$ cat src/rtl/trng_com_rx.sv
// Purpose : 8N1 serial receiver feeding a 2-entry show-ahead byte queue, with RTS flow control to the host.
// Latency : 2-cycle input synchroniser; a byte appears on o_dat/o_valid one cycle after its stop-bit sample.
// Backpressure: RTS holds the host once the queue has one entry; a good frame arriving at a full queue is dropped with o_overrun.
module trng_com_rx #(
    parameter int CLKS_PER_BIT = 868
) (
    input  logic       i_clk,
    input  logic       i_reset,
    input  logic       i_serial_data,
    input  logic       i_read,
    output logic [7:0] o_dat,
    output logic       o_valid,
    output logic       o_serial_rts_n,
    output logic       o_new_frame,
    output logic       o_frame_err,
    output logic       o_overrun
);

    localparam int CW = (CLKS_PER_BIT > 1) ? $clog2(CLKS_PER_BIT) : 1;
    localparam logic [CW-1:0] CNT_LAST = CW'(CLKS_PER_BIT - 1);
    localparam logic [CW-1:0] CNT_HALF = CW'(CLKS_PER_BIT / 2 - 1);
    localparam logic [CW-1:0] CNT_ONE  = CW'(1);

    typedef enum logic [2:0] {
        S_IDLE,
        S_START,
        S_DATA,
        S_STOP,
        S_WAIT_IDLE
    } state_t;

    // Synchroniser; both stages idle high so reset never looks like a start edge.
    logic sync1;
    logic rx;

    // Receiver state.
    state_t        state;
    logic [CW-1:0] bcnt;
    logic [2:0]    bidx;
    logic [7:0]    sr;

    // Queue: q0 is the head, q1 the second entry.
    logic [7:0] q0;
    logic [7:0] q1;
    logic [1:0] count;

    logic bit_end;
    logic push_vld;
    logic stop_bad;
    logic pop;

    // Two-flop synchroniser for the asynchronous serial line.
    always_ff @(posedge i_clk) begin
        if (i_reset) begin
            sync1 <= 1'b1;
            rx    <= 1'b1;
        end else begin
            sync1 <= i_serial_data;
            rx    <= sync1;
        end
    end

    assign bit_end  = (bcnt == CNT_LAST);
    // A good stop bit pushes the assembled byte on the same edge it is sampled.
    assign push_vld = (state == S_STOP) && bit_end && rx;
    assign stop_bad = (state == S_STOP) && bit_end && !rx;
    // Reads against an empty queue are ignored.
    assign pop      = i_read && (count != 2'd0);

    // Frame FSM: finds the start edge, samples each bit at its centre, checks the stop bit.
    always_ff @(posedge i_clk) begin
        if (i_reset) begin
            state <= S_IDLE;
            bcnt  <= '0;
            bidx  <= '0;
            sr    <= '0;
        end else begin
            case (state)
                S_IDLE: begin
                    if (!rx) begin
                        state <= S_START;
                        bcnt  <= '0;
                    end
                end
                S_START: begin
                    // Re-check at mid start bit so a short glitch is rejected.
                    if (bcnt == CNT_HALF) begin
                        if (rx) begin
                            state <= S_IDLE;
                        end else begin
                            state <= S_DATA;
                            bcnt  <= '0;
                            bidx  <= '0;
                        end
                    end else begin
                        bcnt <= bcnt + CNT_ONE;
                    end
                end
                S_DATA: begin
                    if (bit_end) begin
                        sr   <= {rx, sr[7:1]};
                        bcnt <= '0;
                        if (bidx == 3'd7) begin
                            state <= S_STOP;
                        end else begin
                            bidx <= bidx + 3'd1;
                        end
                    end else begin
                        bcnt <= bcnt + CNT_ONE;
                    end
                end
                S_STOP: begin
                    // Leaving at mid stop bit leaves half a bit to catch a back-to-back start edge.
                    if (bit_end) begin
                        bcnt  <= '0;
                        state <= rx ? S_IDLE : S_WAIT_IDLE;
                    end else begin
                        bcnt <= bcnt + CNT_ONE;
                    end
                end
                S_WAIT_IDLE: begin
                    // A held-low line (break) is waited out instead of re-framed.
                    if (rx) begin
                        state <= S_IDLE;
                    end
                end
                default: begin
                    state <= S_IDLE;
                end
            endcase
        end
    end

    // Show-ahead queue, RTS and the single-cycle status pulses.
    always_ff @(posedge i_clk) begin
        if (i_reset) begin
            q0             <= '0;
            q1             <= '0;
            count          <= '0;
            o_serial_rts_n <= 1'b0;
            o_new_frame    <= 1'b0;
            o_frame_err    <= 1'b0;
            o_overrun      <= 1'b0;
        end else begin
            o_new_frame    <= 1'b0;
            o_overrun      <= 1'b0;
            o_frame_err    <= stop_bad;
            // Hold the host as soon as one entry is used; the second slot absorbs a frame already in flight.
            o_serial_rts_n <= (count != 2'd0);
            case ({push_vld, pop})
                2'b10: begin
                    if (count == 2'd2) begin
                        o_overrun <= 1'b1;
                    end else begin
                        o_new_frame <= 1'b1;
                        count       <= count + 2'd1;
                        if (count == 2'd0) begin
                            q0 <= sr;
                        end else begin
                            q1 <= sr;
                        end
                    end
                end
                2'b01: begin
                    q0    <= q1;
                    count <= count - 2'd1;
                end
                2'b11: begin
                    // Pop is applied first, so the push always finds room and count is unchanged.
                    o_new_frame <= 1'b1;
                    if (count == 2'd1) begin
                        q0 <= sr;
                    end else begin
                        q0 <= q1;
                        q1 <= sr;
                    end
                end
                default: begin
                end
            endcase
        end
    end

    assign o_dat   = q0;
    assign o_valid = (count != 2'd0);

endmodule

$ cat config.mk
export PLATFORM = sky130hd
export DESIGN_NAME = trng_com_rx
export DESIGN_NICKNAME = d
export VERILOG_FILES = /design/src/rtl/trng_com_rx.sv
export SDC_FILE = /design/constraint.sdc
export NUM_CORES = 1
export LEC_CHECK = 0
export BUFFER_PORTS_ARGS = -buffer_cell sky130_fd_sc_hd__clkbuf_2
export CAP_MARGIN = 10
export CORE_MARGIN = 2
export CORE_UTILIZATION = 53
export CTS_BUF_LIST = sky130_fd_sc_hd__clkbuf_8 sky130_fd_sc_hd__clkbuf_16
export CTS_CLUSTER_DIAMETER = 50
export CTS_CLUSTER_SIZE = 25
export DETAILED_ROUTE_END_ITERATION = 8
export PLACE_DENSITY = 0.74
export SLEW_MARGIN = 5
export SYNTH_ARGS = -nofsm -noshare
export SYNTH_HDL_FRONTEND = slang
export SYNTH_SLANG_ARGS = --single-unit
$ cat constraint.sdc
create_clock -name i_clk -period 2.18 [get_ports i_clk]
set_input_delay 0.218 -clock i_clk [delete_from_list [all_inputs] [get_ports i_clk]]
set_output_delay 0.218 -clock i_clk [all_outputs]
set_load 0.05 [all_outputs]
==> impl_metrics.yaml <==
critical_path:
  crit_fanout: 8
  end_kind: "flop"
  worstSetupPathType: "flop to flop"
  worstPathRequired_ns: 2.40
  max_stage_delay_ns: 0.53
  path_cells: "ha_1 -> nand4bb_1 -> or4_4 -> o21ai_4 -> buf_4 -> nor2_1 -> a311oi_1"
  cp-start-kind: "flop"
  slowest_stage: "or4_4"
  cp_data_arrival_time_ns: 2.29
finish:
  drive_gt1_share_pct: 21.5
  final_common_cell: "dfxtp_1"
  mostFrequentLayoutCells: "48 x dfxtp_1, 36 x nor2_1, 27 x nand2_1, 22 x mux2i_1, 18 x buf_4"
  fillers: 323
  fin_nets: 299
  syn_to_final_growth_pct: 15.5
  antenna_cells: 0
min_path:
  hold_class: "input port to flop"
clocking:
  htree_levels: 2
  clock_latency_ns: 0.30
  numClockSinks: 48
  numCtsBuffers: 5
  clkSlewWorstSetupHoldPaths_ns: 0.09
  cts_root_buffer: "clkbuf_8"
  cts_tree: "yes"
  max-clock-path-buffers: 2
sta:
  setup_viol: 0
  slew_violations: 0
  fin_crit_ns: 2.08
  hold_viol_final: 0
  rsz0062_at_grt: "false"
  fmax_mhz: 481
  finalCritPeriodShare_pct: 95.3
  worst-slew-pin-transition_ns: 0.402
  max-slew-margin-rel_pct: 72.9
  fin_tns_setup_ns: 0
  finClkSkew_ns: 0.00679
power:
  power.switching_uw: 780
  p_sw_share_pct: 34.6
  peakVddDrop_v: 0.000711
  clockPowerShare_pct: 28.3
  power_uw: 2250
  power_leakage_uw: 0.00112
  cellPowerDensity_nw_per_um2: 851
  p_comb_share_pct: 28.6
  p_seq_share_pct: 43.1
  p_int_uw: 1470
run_status:
  outcome: "finished clean"
run:
  cap_viol_max_count: 0
logic_synthesis:
  synthesis.area_um2: 2290
  ys_seq_area_share_pct: 41.9
  ys_types: 50
  synth.net_count: 269
  postSynthCellCount: 258
  synth_warnings: 0
  synth.area.top_cells: "dfxtp_1 42%, mux2i_1 9.6%, nor2_1 5.9%"
  avgSynthCellArea_um2: 8.89
  synth_largest_area_cell: "dfxtp_1"
  ys_ff_latch: 48
  synth_top_area_share_pct: 41.9
routing:
  drt.antenna.violating_nets: 0
  drt-vias-per-instance: 5.65
  wire_per_inst_um: 13.8
  drc: 0
  vias: 1917
  wirelength_met1_um: 2350
  wl_met2_um: 2040
  wl_met3_um: 220
  first_pass_iters: 4
  routed_wl_um: 4670
  top_layer_used: "met4"
  drtIter0Drc: 116
global_route:
  grt_max_degree: 39
  overflow: 0
  grt_use_total_pct: 19.8
  grt_pass1_wl_um: 7960
  grt_pass1_vias: 1734
  antenna_found_initial: 0
placed_design:
  gp_congestion: 0.898
  hpwl_um: 3220
  io_buffers: 16
floorplan:
  start_util_pct: 56.1
  pin_count: 17
  fp.dieW_um: 69.8
  die_area_um2: 4870
  die_h_um: 69.8
  core_um2: 4090
  rows: 23
[repair_timing]
item / in CTS / in global routing
gates resized for setup: 0 / 4
hold buffers: 0 / 0
endpoints found under the setup margin: 0 / 19
setup buffers: 0 / 3
[routing by layer]
| metal | GRT usage (%) | vias to the layer above |
|---|---|---|
| met5 | 0 | - |
| met4 | 6.20 | 0 |
| met3 | 3.49 | 8 |
| met2 | 29.8 | 42 |
| met1 | 28.8 | 888 |
| li1 | - | 979 |
[synth_stat cells (all sizes together)]
library cell,n
a211oi,1
a21o,1
a21oi,10
a22oi,2
a311o,1
a311oi,7
a31oi,9
and2,3
and3,4
and4b,2
buf,4
clkbuf,7
clkinv,1
dfxtp,48
ha,7
inv,9
mux2i,22
nand2,27
nand2b,5
nand3,4
nand4,4
nand4b,1
nand4bb,1
nor2,37
nor2b,2
nor3,3
nor3b,1
nor4,5
nor4b,1
nor4bb,1
o21ai,6
o21ba,1
o221ai,2
o22ai,2
o32ai,2
or2,7
or3,2
or3b,2
or4,2
xnor2,2
[final cells by class]
cell class	instances	area, um^2	area share (%)
clock buffer	5	68.8	2.60
clock inverter	3	42.5	1.61
inverter	10	37.5	1.42
multi-input combinational	189	1260	47.6
sequential	48	961	36.3
tap	50	62.6	2.36
timing repair buffer	34	215	8.12
[per-stage QoR]
step                      instances  utilization (%)  hold WS (ns)  instance area [um^2]  worst slack, ns
after floorplan                 258                -         0.322                  2290            0.123
after global placement          328             61.1         0.411                  2500            0.136
after detailed placement        328             61.1         0.408                  2500           0.0611
after CTS                       336             63.8        0.0949                  2610           0.0389
after global routing            339             64.9         0.101                  2650          0.00546
final                           339             64.9         0.102                  2650            0.103
[final timing paths]
path | startpoint | slack, ns | cells past startpoint | endpoint
max | bcnt[0]$_SDFFE_PP0P_ | 0.10 | 7 | o_dat[3]$_SDFFE_PP0P_
min | i_serial_data | 0.10 | 2 | sync1$_SDFF_PP1_
max reg2reg | bcnt[0]$_SDFFE_PP0P_ | 0.10 | 7 | o_dat[3]$_SDFFE_PP0P_
min reg2reg | sync1$_SDFF_PP1_ | 0.43 | 1 | rx$_SDFF_PP1_
[registers in the layout (all words and copies together) (netlist names)]
name            count
o_serial_rts_n      1
count               2
state               3
o_dat               8
rx                  1
o_new_frame         1
sync1               1
o_frame_err         1
sr                  8
q1                  8
bcnt               10
bidx                3
o_overrun           1
[power groups by stage]
| stage | registers [uW] | clock network [uW] | logic (uW) |
|---|---|---|---|
| 2_1_floorplan | 1140 | 0 | 337 |
| 3_3_place_gp | 989 | 0 | 607 |
| 3_5_place_dp | 992 | 0 | 617 |
| 4_1_cts | 972 | 649 | 621 |
| 5_1_grt | 978 | 694 | 702 |
| 6_report | 972 | 637 | 646 |
[worst max-delay path, delay by kind of cell (launching register included)]
| family | cells | cell delay, ns |
|---|---|---|
| adders and majority gates | 1 | 0.23 |
| buffers and inverters | 1 | 0.20 |
| AOI/OAI and AO/OA | 2 | 0.46 |
| and+or+nand+nor | 3 | 0.73 |
| DFF | 1 | 0.39 |
[cell families (layout without fill, tap and decap cells)]
family,count (synthesis),count (layout),synth area share (%)
mux,22,22,9.60
xor+xnor,2,2,0.764
compound gates,44,44,13.9
fa+ha+maj,7,7,3.82
buf+inv,21,52,3.87
simple gates,114,114,26.2
flops,48,48,41.9
(Power assumes the default switching activity.)
